### src/rtl/aes_pkg.sv
// Shared AES definitions: mode encodings, key-schedule sizing, xtime and the forward S-box.
package aes_pkg;

  typedef enum logic [1:0] {
    MODE_128 = 2'b00,
    MODE_192 = 2'b01,
    MODE_256 = 2'b10,
    MODE_ILL = 2'b11
  } aes_mode_e;

  typedef enum logic [1:0] {
    KE_IDLE,
    KE_EXPAND,
    KE_DRAIN
  } ke_state_e;

  localparam logic [7:0] RCON_INIT = 8'h01;

  localparam logic [7:0] SBOX [256] = '{
    8'h63, 8'h7c, 8'h77, 8'h7b, 8'hf2, 8'h6b, 8'h6f, 8'hc5, 8'h30, 8'h01, 8'h67, 8'h2b, 8'hfe, 8'hd7, 8'hab, 8'h76,
    8'hca, 8'h82, 8'hc9, 8'h7d, 8'hfa, 8'h59, 8'h47, 8'hf0, 8'had, 8'hd4, 8'ha2, 8'haf, 8'h9c, 8'ha4, 8'h72, 8'hc0,
    8'hb7, 8'hfd, 8'h93, 8'h26, 8'h36, 8'h3f, 8'hf7, 8'hcc, 8'h34, 8'ha5, 8'he5, 8'hf1, 8'h71, 8'hd8, 8'h31, 8'h15,
    8'h04, 8'hc7, 8'h23, 8'hc3, 8'h18, 8'h96, 8'h05, 8'h9a, 8'h07, 8'h12, 8'h80, 8'he2, 8'heb, 8'h27, 8'hb2, 8'h75,
    8'h09, 8'h83, 8'h2c, 8'h1a, 8'h1b, 8'h6e, 8'h5a, 8'ha0, 8'h52, 8'h3b, 8'hd6, 8'hb3, 8'h29, 8'he3, 8'h2f, 8'h84,
    8'h53, 8'hd1, 8'h00, 8'hed, 8'h20, 8'hfc, 8'hb1, 8'h5b, 8'h6a, 8'hcb, 8'hbe, 8'h39, 8'h4a, 8'h4c, 8'h58, 8'hcf,
    8'hd0, 8'hef, 8'haa, 8'hfb, 8'h43, 8'h4d, 8'h33, 8'h85, 8'h45, 8'hf9, 8'h02, 8'h7f, 8'h50, 8'h3c, 8'h9f, 8'ha8,
    8'h51, 8'ha3, 8'h40, 8'h8f, 8'h92, 8'h9d, 8'h38, 8'hf5, 8'hbc, 8'hb6, 8'hda, 8'h21, 8'h10, 8'hff, 8'hf3, 8'hd2,
    8'hcd, 8'h0c, 8'h13, 8'hec, 8'h5f, 8'h97, 8'h44, 8'h17, 8'hc4, 8'ha7, 8'h7e, 8'h3d, 8'h64, 8'h5d, 8'h19, 8'h73,
    8'h60, 8'h81, 8'h4f, 8'hdc, 8'h22, 8'h2a, 8'h90, 8'h88, 8'h46, 8'hee, 8'hb8, 8'h14, 8'hde, 8'h5e, 8'h0b, 8'hdb,
    8'he0, 8'h32, 8'h3a, 8'h0a, 8'h49, 8'h06, 8'h24, 8'h5c, 8'hc2, 8'hd3, 8'hac, 8'h62, 8'h91, 8'h95, 8'he4, 8'h79,
    8'he7, 8'hc8, 8'h37, 8'h6d, 8'h8d, 8'hd5, 8'h4e, 8'ha9, 8'h6c, 8'h56, 8'hf4, 8'hea, 8'h65, 8'h7a, 8'hae, 8'h08,
    8'hba, 8'h78, 8'h25, 8'h2e, 8'h1c, 8'ha6, 8'hb4, 8'hc6, 8'he8, 8'hdd, 8'h74, 8'h1f, 8'h4b, 8'hbd, 8'h8b, 8'h8a,
    8'h70, 8'h3e, 8'hb5, 8'h66, 8'h48, 8'h03, 8'hf6, 8'h0e, 8'h61, 8'h35, 8'h57, 8'hb9, 8'h86, 8'hc1, 8'h1d, 8'h9e,
    8'he1, 8'hf8, 8'h98, 8'h11, 8'h69, 8'hd9, 8'h8e, 8'h94, 8'h9b, 8'h1e, 8'h87, 8'he9, 8'hce, 8'h55, 8'h28, 8'hdf,
    8'h8c, 8'ha1, 8'h89, 8'h0d, 8'hbf, 8'he6, 8'h42, 8'h68, 8'h41, 8'h99, 8'h2d, 8'h0f, 8'hb0, 8'h54, 8'hbb, 8'h16
  };

  function automatic logic [3:0] nk_of(input logic [1:0] m);
    case (m)
      MODE_192: return 4'd6;
      MODE_256: return 4'd8;
      default:  return 4'd4;
    endcase
  endfunction

  function automatic logic [3:0] nr_of(input logic [1:0] m);
    return nk_of(m) + 4'd6;
  endfunction

  function automatic logic [7:0] xtime(input logic [7:0] b);
    return {b[6:0], 1'b0} ^ (b[7] ? 8'h1b : 8'h00);
  endfunction

  function automatic logic [7:0] sbox(input logic [7:0] b);
    return SBOX[b];
  endfunction

endpackage

### src/rtl/ke_subword.sv
// SubWord: four parallel forward S-boxes over a 32-bit schedule word.
module ke_subword
  import aes_pkg::*;
(
  input  logic [31:0] word_i,
  output logic [31:0] word_o
);

  always_comb begin
    word_o = '0;
    for (int unsigned b = 0; b < 4; b++) begin
      word_o[8*b +: 8] = sbox(word_i[8*b +: 8]);
    end
  end

endmodule

### src/rtl/ke_iter.sv
// Iterative AES-128/192/256 key expander: one schedule word per cycle,
// packed four at a time into round keys on a valid/ready output.
module ke_iter
  import aes_pkg::*;
#(
  parameter int unsigned MAX_KEY_BITS = 256
) (
  input  logic                    clk,
  input  logic                    rst_n,
  input  logic                    start_valid,
  output logic                    start_ready,
  input  logic [1:0]              mode,
  input  logic [MAX_KEY_BITS-1:0] key,
  output logic                    rk_valid,
  input  logic                    rk_ready,
  output logic [127:0]            rk_data,
  output logic [3:0]              rk_idx,
  output logic                    rk_last,
  output logic                    busy,
  output logic                    err
);

  ke_state_e state_q, state_d;

  logic [MAX_KEY_BITS-1:0] key_q, key_d;
  logic [3:0]  nk_q, nk_d, nr_q, nr_d;
  logic [5:0]  last_i_q, last_i_d, i_q, i_d;
  logic [2:0]  wrap_q, wrap_d;
  logic [7:0]  rcon_q, rcon_d;
  logic [31:0] win_q [8];
  logic [31:0] win_d [8];
  logic [31:0] coll_q [4];
  logic [31:0] coll_d [4];
  logic [2:0]  cnt_q, cnt_d;
  logic [3:0]  ridx_q, ridx_d;
  logic        rk_valid_q, rk_valid_d, rk_last_q, rk_last_d, err_q, err_d;
  logic [127:0] rk_data_q, rk_data_d;
  logic [3:0]  rk_idx_q, rk_idx_d;

  logic        legal, start_hs, out_free, gen, rot, load_out;
  logic [2:0]  far_idx;
  logic [31:0] sub_in, sub_out, t_word, new_word;
  logic [127:0] out_word;

  assign legal    = (mode == MODE_128) ||
                    ((MAX_KEY_BITS == 256) && ((mode == MODE_192) || (mode == MODE_256)));
  assign start_hs = start_valid && (state_q == KE_IDLE);
  assign out_free = !rk_valid_q || rk_ready;
  assign gen      = (state_q == KE_EXPAND) && ((cnt_q != 3'd4) || out_free);
  assign rot      = (wrap_q == 3'd0);
  assign far_idx  = 3'(nk_q - 4'd1);

  // One S-box bank serves both the RotWord and the AES-256 mid-key paths.
  assign sub_in = rot ? {win_q[0][23:0], win_q[0][31:24]} : win_q[0];

  ke_subword u_subword (
    .word_i (sub_in),
    .word_o (sub_out)
  );

  always_comb begin
    t_word = win_q[0];
    if (rot) begin
      t_word = sub_out ^ {rcon_q, 24'h0};
    end else if ((nk_q == 4'd8) && (wrap_q == 3'd4)) begin
      t_word = sub_out;
    end
    new_word = (i_q < {2'b00, nk_q}) ? key_q[MAX_KEY_BITS-1 -: 32] : (win_q[far_idx] ^ t_word);
  end

  always_comb begin
    state_d = state_q;
    case (state_q)
      KE_IDLE:   if (start_hs && legal) state_d = KE_EXPAND;
      KE_EXPAND: if (gen && (i_q == last_i_q)) state_d = KE_DRAIN;
      KE_DRAIN:  if (rk_valid_q && rk_ready && rk_last_q) state_d = KE_IDLE;
      default:   state_d = KE_IDLE;
    endcase
  end

  always_comb begin
    key_d    = key_q;
    nk_d     = nk_q;
    nr_d     = nr_q;
    last_i_d = last_i_q;
    i_d      = i_q;
    wrap_d   = wrap_q;
    rcon_d   = rcon_q;
    win_d    = win_q;
    if (start_hs && legal) begin
      key_d    = key;
      nk_d     = nk_of(mode);
      nr_d     = nr_of(mode);
      last_i_d = {nr_of(mode), 2'b11};
      i_d      = '0;
      wrap_d   = '0;
      rcon_d   = RCON_INIT;
    end else if (gen) begin
      key_d  = key_q << 32;
      win_d[0] = new_word;
      for (int unsigned s = 1; s < 8; s++) begin
        win_d[s] = win_q[s-1];
      end
      i_d    = i_q + 6'd1;
      wrap_d = (wrap_q == far_idx) ? 3'd0 : wrap_q + 3'd1;
      if ((i_q >= {2'b00, nk_q}) && rot) rcon_d = xtime(rcon_q);
    end
  end

  // A held full group drains first, freeing slot 0 for this cycle's word; the
  // fourth word of a group bypasses straight to the output when it is free.
  always_comb begin
    coll_d   = coll_q;
    cnt_d    = cnt_q;
    load_out = 1'b0;
    out_word = '0;
    if ((cnt_q == 3'd4) && out_free) begin
      load_out = 1'b1;
      out_word = {coll_q[0], coll_q[1], coll_q[2], coll_q[3]};
      cnt_d    = '0;
    end
    if (gen) begin
      if ((cnt_q == 3'd3) && out_free) begin
        load_out = 1'b1;
        out_word = {coll_q[0], coll_q[1], coll_q[2], new_word};
        cnt_d    = '0;
      end else begin
        coll_d[cnt_d[1:0]] = new_word;
        cnt_d              = cnt_d + 3'd1;
      end
    end
    if (start_hs && legal) cnt_d = '0;
  end

  always_comb begin
    rk_valid_d = rk_valid_q;
    rk_data_d  = rk_data_q;
    rk_idx_d   = rk_idx_q;
    rk_last_d  = rk_last_q;
    ridx_d     = ridx_q;
    if (load_out) begin
      rk_valid_d = 1'b1;
      rk_data_d  = out_word;
      rk_idx_d   = ridx_q;
      rk_last_d  = (ridx_q == nr_q);
      ridx_d     = ridx_q + 4'd1;
    end else if (rk_ready) begin
      rk_valid_d = 1'b0;
    end
    if (start_hs && legal) ridx_d = '0;
    err_d = start_hs && !legal;
  end

  always_ff @(posedge clk or negedge rst_n) begin
    if (!rst_n) begin
      state_q    <= KE_IDLE;
      key_q      <= '0;
      nk_q       <= '0;
      nr_q       <= '0;
      last_i_q   <= '0;
      i_q        <= '0;
      wrap_q     <= '0;
      rcon_q     <= '0;
      win_q      <= '{default: '0};
      coll_q     <= '{default: '0};
      cnt_q      <= '0;
      ridx_q     <= '0;
      rk_valid_q <= 1'b0;
      rk_data_q  <= '0;
      rk_idx_q   <= '0;
      rk_last_q  <= 1'b0;
      err_q      <= 1'b0;
    end else begin
      state_q    <= state_d;
      key_q      <= key_d;
      nk_q       <= nk_d;
      nr_q       <= nr_d;
      last_i_q   <= last_i_d;
      i_q        <= i_d;
      wrap_q     <= wrap_d;
      rcon_q     <= rcon_d;
      win_q      <= win_d;
      coll_q     <= coll_d;
      cnt_q      <= cnt_d;
      ridx_q     <= ridx_d;
      rk_valid_q <= rk_valid_d;
      rk_data_q  <= rk_data_d;
      rk_idx_q   <= rk_idx_d;
      rk_last_q  <= rk_last_d;
      err_q      <= err_d;
    end
  end

  assign start_ready = (state_q == KE_IDLE);
  assign busy        = (state_q != KE_IDLE);
  assign rk_valid    = rk_valid_q;
  assign rk_data     = rk_data_q;
  assign rk_idx      = rk_idx_q;
  assign rk_last     = rk_last_q;
  assign err         = err_q;

endmodule
### config.mk
export PLATFORM = sky130hd
export DESIGN_NAME = ke_iter
export DESIGN_NICKNAME = d
export VERILOG_FILES = /design/src/rtl/aes_pkg.sv /design/src/rtl/ke_subword.sv /design/src/rtl/ke_iter.sv
export SDC_FILE = /design/constraint.sdc
export NUM_CORES = 2
export LEC_CHECK = 0
export CORE_MARGIN = 3
export CORE_UTILIZATION = 35
export CTS_BUF_LIST = sky130_fd_sc_hd__clkbuf_4 sky130_fd_sc_hd__clkbuf_8
export DETAILED_ROUTE_END_ITERATION = 7
export SLEW_MARGIN = 20
export SYNTH_ARGS = -nofsm -noshare
export SYNTH_HDL_FRONTEND = slang
export SYNTH_SLANG_ARGS = --single-unit
### constraint.sdc
create_clock -name clk -period 13.77 [get_ports clk]
set_input_delay 1.377 -clock clk [delete_from_list [all_inputs] [get_ports clk]]
set_output_delay 1.377 -clock clk [all_outputs]
set_load 0.05 [all_outputs]
# ---- Word-level counts from Yosys, hierarchy flattened
# Memory sizes are Yosys's and may differ from the RTL's.
# Cells that the tools add are included.
dict set report word_totals {
  ff_bits 815
  romBits 8192
  in_bits 262
  wordCells 151
  mem_count 4
}
dict set report op_classes {
  n_addsub 6
  order_cmp 9
  n_eq_ne 15
  n_mux 49
  bitwise 11
  reduce_logical 30
}
# name words width rd rd_ports_with_merged_regs write_ports line_no
set mem_list {}
lappend mem_list {{(name not given)} 256 8 1 0 0 aes_pkg.sv:55} ;# return SBOX[b];
lappend mem_list {{(name not given)} 256 8 1 0 0 aes_pkg.sv:55}
lappend mem_list {{(name not given)} 256 8 1 0 0 aes_pkg.sv:55}
lappend mem_list {{(name not given)} 256 8 1 0 0 aes_pkg.sv:55}
# operator n
set op_table {}
lappend op_table {{256-bit 2-to-1 mux} 2}
lappend op_table {{128-bit 2-to-1 mux} 3}
lappend op_table {{32-bit 2-to-1 mux} 7}
lappend op_table {{128-bit bitwise mux} 1}
lappend op_table {{32-bit binary-select mux with 3-bit select} 1}
lappend op_table {{8-bit 2-to-1 mux} 11}
lappend op_table {{32-bit demux with 2-bit select} 1}
lappend op_table {{32-bit bitwise XOR} 2}
lappend op_table {{9-bit >= comparator, second input constant} 4}
lappend op_table {{8-bit inverter with 9-bit output} 4}
lappend op_table {{3-bit 2-to-1 mux} 7}
lappend op_table {{1-bit logical AND} 12}
lappend op_table {{4-bit 2-to-1 mux} 3}
lappend op_table {{6-bit 2-to-1 mux} 2}
lappend op_table {{2-bit nonzero test} 5}
lappend op_table {{4-bit one-hot mux with 2 select lines} 1}
lappend op_table {{8-bit by 5-bit bitwise XOR with 8-bit output} 1}
lappend op_table {{3-bit by 1-bit adder with 3-bit output, second input constant} 2}
lappend op_table {{6-bit by 1-bit adder with 6-bit output, second input constant} 1}
lappend op_table {{3-bit equality test, second input constant} 2}
lappend op_table {{6-bit equality test} 1}
lappend op_table {{6-bit by 4-bit >= comparator with 1-bit output} 1}
lappend op_table {{6-bit by 4-bit less-than comparator with 1-bit output} 1}
lappend op_table {{2-bit 2-to-1 mux} 3}
lappend op_table {{27 further kinds} 42}

# ---- Longest topological paths before layout
dict set report logic_depth {
  ltp_word 12
  mapped_depth 22
  ltp_nobuf 16
}

# ---- Hierarchy
# Synthesis repeated with hierarchy kept, for this count alone.
dict set report hier_totals {
  hier_cells 5796
  area_unflattened_um2 47469.3
}
# mod instances cells_per_inst area_each_um2 seq_area_each_um2
set by_module_without_submodules {}
lappend by_module_without_submodules {ke_iter 1 3631 34370.5 20219.4}
lappend by_module_without_submodules {ke_subword 1 2165 13098.8 0.0}

# ---- Worst setup path after synthesis
# OpenSTA, ideal clock, no wires.
dict set report synth_timing {
  kind {flip-flop to flip-flop}
  start {register wrap_q[0]}
  end {register rk_data_q[16], in the netlist rk_data[16]}
  setup_time_ns 0.082
  arrival_time_ns 4.378
  t_required_ns 13.688
  path_slack_ns 9.310
  path_stages_with_launch 22
  path_buffers 9
  period_less_slack_ns 4.460
  cell_sequence {dfrtp_1 inv_1 ha_1 buf_6 and2b_4 buf_8 buf_8 mux2_4 buf_4 buf_2 ha_1 clkbuf_1 clkbuf_1 clkbuf_1 nor2_1 a2111oi_0 o31ai_1 o211ai_1 a31oi_1 or3b_1 clkbuf_1 a31oi_1}
}
dict set report synth_between {
  elab_chain_cells 12
  elab_cells_between_ends 15
  classes_between {eq/ne (1); mux (8); bitwise (3); reduce/logical (2); memory (1)}
}
# element line_no
set synth_lines {}
lappend synth_lines {{start, declared} ke_iter.sv:28} ;# logic [2:0] wrap_q, wrap_d;
lappend synth_lines {{start signal, assigned} ke_iter.sv:180} ;# wrap_q <= wrap_d;
lappend synth_lines {{3-bit zero test} ke_iter.sv:50} ;# assign rot = (wrap_q == 3'd0);
lappend synth_lines {{32-bit 2-to-1 mux} ke_iter.sv:54} ;# assign sub_in = rot ? {win_q[0][23:0], win_q[0][31:24]} : win_q[0];
lappend synth_lines {{8-bit inverter with 9-bit output (not written as such)} aes_pkg.sv:55}
lappend synth_lines {{memory read 256 x 8 bit} n/a}
lappend synth_lines {{8-bit 2-to-1 mux (not written as such) (2 in a row)} aes_pkg.sv:55}
lappend synth_lines {{32-bit 2-to-1 mux or 32-bit bitwise XOR (tied branches)} {ke_iter.sv:65, ke_iter.sv:64}}
lappend synth_lines {{32-bit 2-to-1 mux *} ke_iter.sv:63} ;# if (rot) begin
lappend synth_lines {{32-bit bitwise XOR *} ke_iter.sv:68} ;# new_word = (i_q < {2'b00, nk_q}) ? key_q[MAX_KEY_BITS-1 -: 32] : (win_q[far_idx] ^ t_word);
lappend synth_lines {{32-bit 2-to-1 mux *} ke_iter.sv:68}
lappend synth_lines {{128-bit 2-to-1 mux *} ke_iter.sv:123} ;# if ((cnt_q == 3'd3) && out_free) begin
lappend synth_lines {{128-bit 2-to-1 mux *} ke_iter.sv:122} ;# if (gen) begin
lappend synth_lines {{end signal, assigned} ke_iter.sv:187} ;# rk_data_q <= rk_data_d;
lappend synth_lines {{end, declared} ke_iter.sv:37} ;# logic [127:0] rk_data_q, rk_data_d;
# Every way passes the cells marked *; elsewhere a longest branch is shown, timed or not. The select of a mux whose other input is x is not followed.
# A chain may end at the register's enable or synchronous reset.

# ---- Final worst setup path
dict set report layout_timing {
  start {register wrap_q[0]}
  end {register coll_q[115] in the netlist's numbering}
}
dict set report layout_between {
  elab_chain_cells 11
  elab_cells_between_ends 14
  classes_between {eq/ne (1); mux (7); bitwise (3); reduce/logical (2); memory (1)}
}
# element line_no
set layout_lines {}
lappend layout_lines {{3-bit zero test} ke_iter.sv:50}
lappend layout_lines {{32-bit 2-to-1 mux} ke_iter.sv:54}
lappend layout_lines {{8-bit inverter with 9-bit output (not written as such)} aes_pkg.sv:55}
lappend layout_lines {{memory read 256 x 8 bit} n/a}
lappend layout_lines {{8-bit 2-to-1 mux (not written as such) (2 in a row)} aes_pkg.sv:55}
lappend layout_lines {{32-bit 2-to-1 mux or 32-bit bitwise XOR (tied branches)} {ke_iter.sv:65, ke_iter.sv:64}}
lappend layout_lines {{32-bit 2-to-1 mux *} ke_iter.sv:63}
lappend layout_lines {{32-bit bitwise XOR *} ke_iter.sv:68}
lappend layout_lines {{32-bit 2-to-1 mux *} ke_iter.sv:68}
lappend layout_lines {{128-bit bitwise mux *} ke_iter.sv:128} ;# coll_d[cnt_d[1:0]] = new_word;
lappend layout_lines {{end signal, assigned} ke_iter.sv:183} ;# coll_q <= coll_d;
lappend layout_lines {{end, declared} ke_iter.sv:32} ;# logic [31:0] coll_q [4];
# Marked as above.

==> out/metrics.csv <==
metric,value,unit
drt_iter0_markers,6555,
buffer_ports.inserted,398,
r2r_cells,16,
yosys_register_bits,808,
clock_latency,900,ps
slew_violations,0,
hold_viol_final,0,
gp_congestion,0.9731,
yosysSeqAreaShare,0.4117,
drtPass1Iterations,6,
cp.arrival,7260,ps
ys_warn_count,0,
r2r_start,wrap_q[0]$_DFFE_PN0P_,
end_kind,flip-flop,
multi_input_area,26210,um2
crit_type,reg2reg,
track_usage,0.2850,
postSynth.asyncResetShare,1.000,
vias_per_cell,6.102,
yosys-top-cells-count,"nand2_1 (1812), dfrtp_1 (808), clkbuf_1 (319), nor2_1 (307), o21ai_0 (247)",
netlist_top_cells_area,"dfrtp_1 (41%), nand2_1 (14%), a22oi_1 (3.6%)",
grt_first_pass_wirelength,317600,um
post-route-drc-count,0,
hold_start,win_q[183]$_DFFE_PN0P_,
numClockSinks,808,
cp_top_family,compound AO/OA/AOI/OAI gates,
synthFlopType,dfrtp_1,
place_ws,7396,ps
worstPathMaxFanout,42,
status,"finished, final reports clean",
synth.most_common_cell,nand2_1,
row_count,136,
period_share,0.4751,
areaGrowthSynthToFinish,16.59,%
wl,214100,um
netlist_instances,5935,
slowest_stage,buf_4,
hold_path_depth,2,
cts-hold-fix-buffers,0,
antenna_found_initial,21,
dpl.hpwl,144600,um
postPlaceCellArea,54050,um2
grt_max_degree,238,
synth.distinct_cells,110,
cp-startpoint,wrap_q[0]$_DFFE_PN0P_,
wl_per_cell,26.70,um
clock_skew,64.77,ps
avgSynthCellArea,8.275,um2
final.min_clock_period,6543,ps
setup_slack,7227,ps
cts_tree,built,
tns,0,ps
crit_chain,"inv_1, ha_1, buf_4, and2b_4, buf_4, mux2_4, inv_2, ha_1, o211ai_1, a21o_1, a21boi_0, mux4_2, a211o_1, or3_1, a31oi_2, o21ai_1",
cts_buffer_depth,3,
cts-buffers-inserted,144,
cts-root-buf,clkbuf_8,
cp_num_cells,16,
synth_area,49110,um2
num_io_pins,399,
synth_nets,6245,
grt_pass1_vias,46850,
die_area,144800,um2
fin_nets,6354,
r2r_setup_slack,7230,ps
synth_top_area_share,0.4117,
post-cts-setup-buffer-count,0,
yosysTopAreaCell,dfrtp_1,
register_area,20220,um2
finalSetupViolCount,0,
cap_violations,0,
die_x,380.6,um
start_util,0.3550,
gr-total-overflow,0,
via_count,48937,
rsz0062_at_grt,false,
stdcell_area,57250,um2
worstHoldPathType,reg2reg,
layout-drive-gt1-share,0.09489,
start_kind,flip-flop,
nFillCells,13930,
slew_headroom,0.1976,
required,14490,ps
ant_nets,0,
crit_buf_inv,4,
clock.fmax,152.8,MHz
path_clk_slew,70,ps
post_cts_resized,0,
htreeDepth,4,
crit_path_max_incr_delay,590,ps
chipHeight,380.6,um
worstMarginPinSlew,1170,ps
synth_edf_count,0,
coreArea,138300,um2
-- stage by stage --
step	hold WS [ps]	std cells	util
after floorplan	437.2	5935	-
final	453.9	8020	0.4139
after CTS	441.5	8007	0.4136
after detailed placement	450.5	7761	0.3907
after global placement	441.8	7761	0.3906
after global routing	456.1	8009	0.4137
-- worst register-to-register path: cells and delay by family (launching register included) --
| family | cells | cell delay [ps] |
|---|---|---|
| flops | 1 | 430 |
| fa+ha+maj | 2 | 780 |
| compound gates | 6 | 1980 |
| buf+inv | 4 | 1370 |
| mux | 2 | 1020 |
| simple gates | 2 | 830 |
-- layout by cell type (no fill, tap or decap), types with 39 or more instances in the layout --
master	netlist	final
a31oi_1	108	106
inv_1	51	51
o31ai_1	59	58
clkbuf_4	0	41
clkdlybuf4s50_1	0	397
nor2_1	307	302
mux4_2	41	41
a221oi_1	50	50
or3_1	39	39
dfrtp_1	808	807
nand2_1	1812	1810
nor3_1	122	121
buf_4	35	130
o211ai_1	77	77
a311oi_1	48	48
a211oi_1	149	149
nand3_1	77	76
ha_1	48	47
and3_1	47	47
a21oi_1	224	221
o21ai_0	247	247
a22oi_1	238	238
clkbuf_8	0	169
mux2i_1	68	59
a22o_1	40	40
-- per-layer routing --
layer,global-route usage,vias up,part of all wire
met5,0,-,0.00038
met4,0.1335,12,0.051
met3,0.07212,567,0.099
met2,0.4347,2809,0.44
met1,0.3786,23997,0.41
li1,-,21552,-
-- kinds of logic after synthesis --
kind of cell             after synthesis  share of synthesized area
XOR/XNOR                              38                   0.006930
AO/OA/AOI/OAI                       1679                     0.2443
multiplexers                         161                    0.04655
adder cells (fa/ha/maj)               48                    0.01223
AND/OR/NAND/NOR                     2572                     0.2192
buffers and inverters                629                    0.05906
flip-flops                           808                     0.4117
-- sequential cells by signal, summed over array words and instances, names as in the netlist, 4 cells and up --
name     flops
coll_q     128
i_q          6
key_q      256
rcon_q       8
ridx_q       4
rk_data    128
rk_idx       4
win_q      256
-- final timing paths --
kind,end
setup / recovery,coll_q[115]$_DFFE_PN0P_
hold / removal,win_q[151]$_DFFE_PN0P_
setup reg to reg,coll_q[115]$_DFFE_PN0P_
hold reg to reg,win_q[151]$_DFFE_PN0P_
max in group asynchronous,win_q[10]$_DFFE_PN0P_
min in group asynchronous,key_q[34]$_DFFE_PN0P_
-- cell type report --
cell class,instances,area share
antenna,13,0.0005682
sequential,808,0.3532
clock inverter,36,0.009244
timing repair buffer,534,0.08881
tap,1863,0.04071
clock buffer,210,0.04600
inverter,58,0.003802
multi-input combinational,4498,0.4577
Power is not shown: default switching activity piles up to over one toggle a cycle in this logic, so the estimate is an artifact.
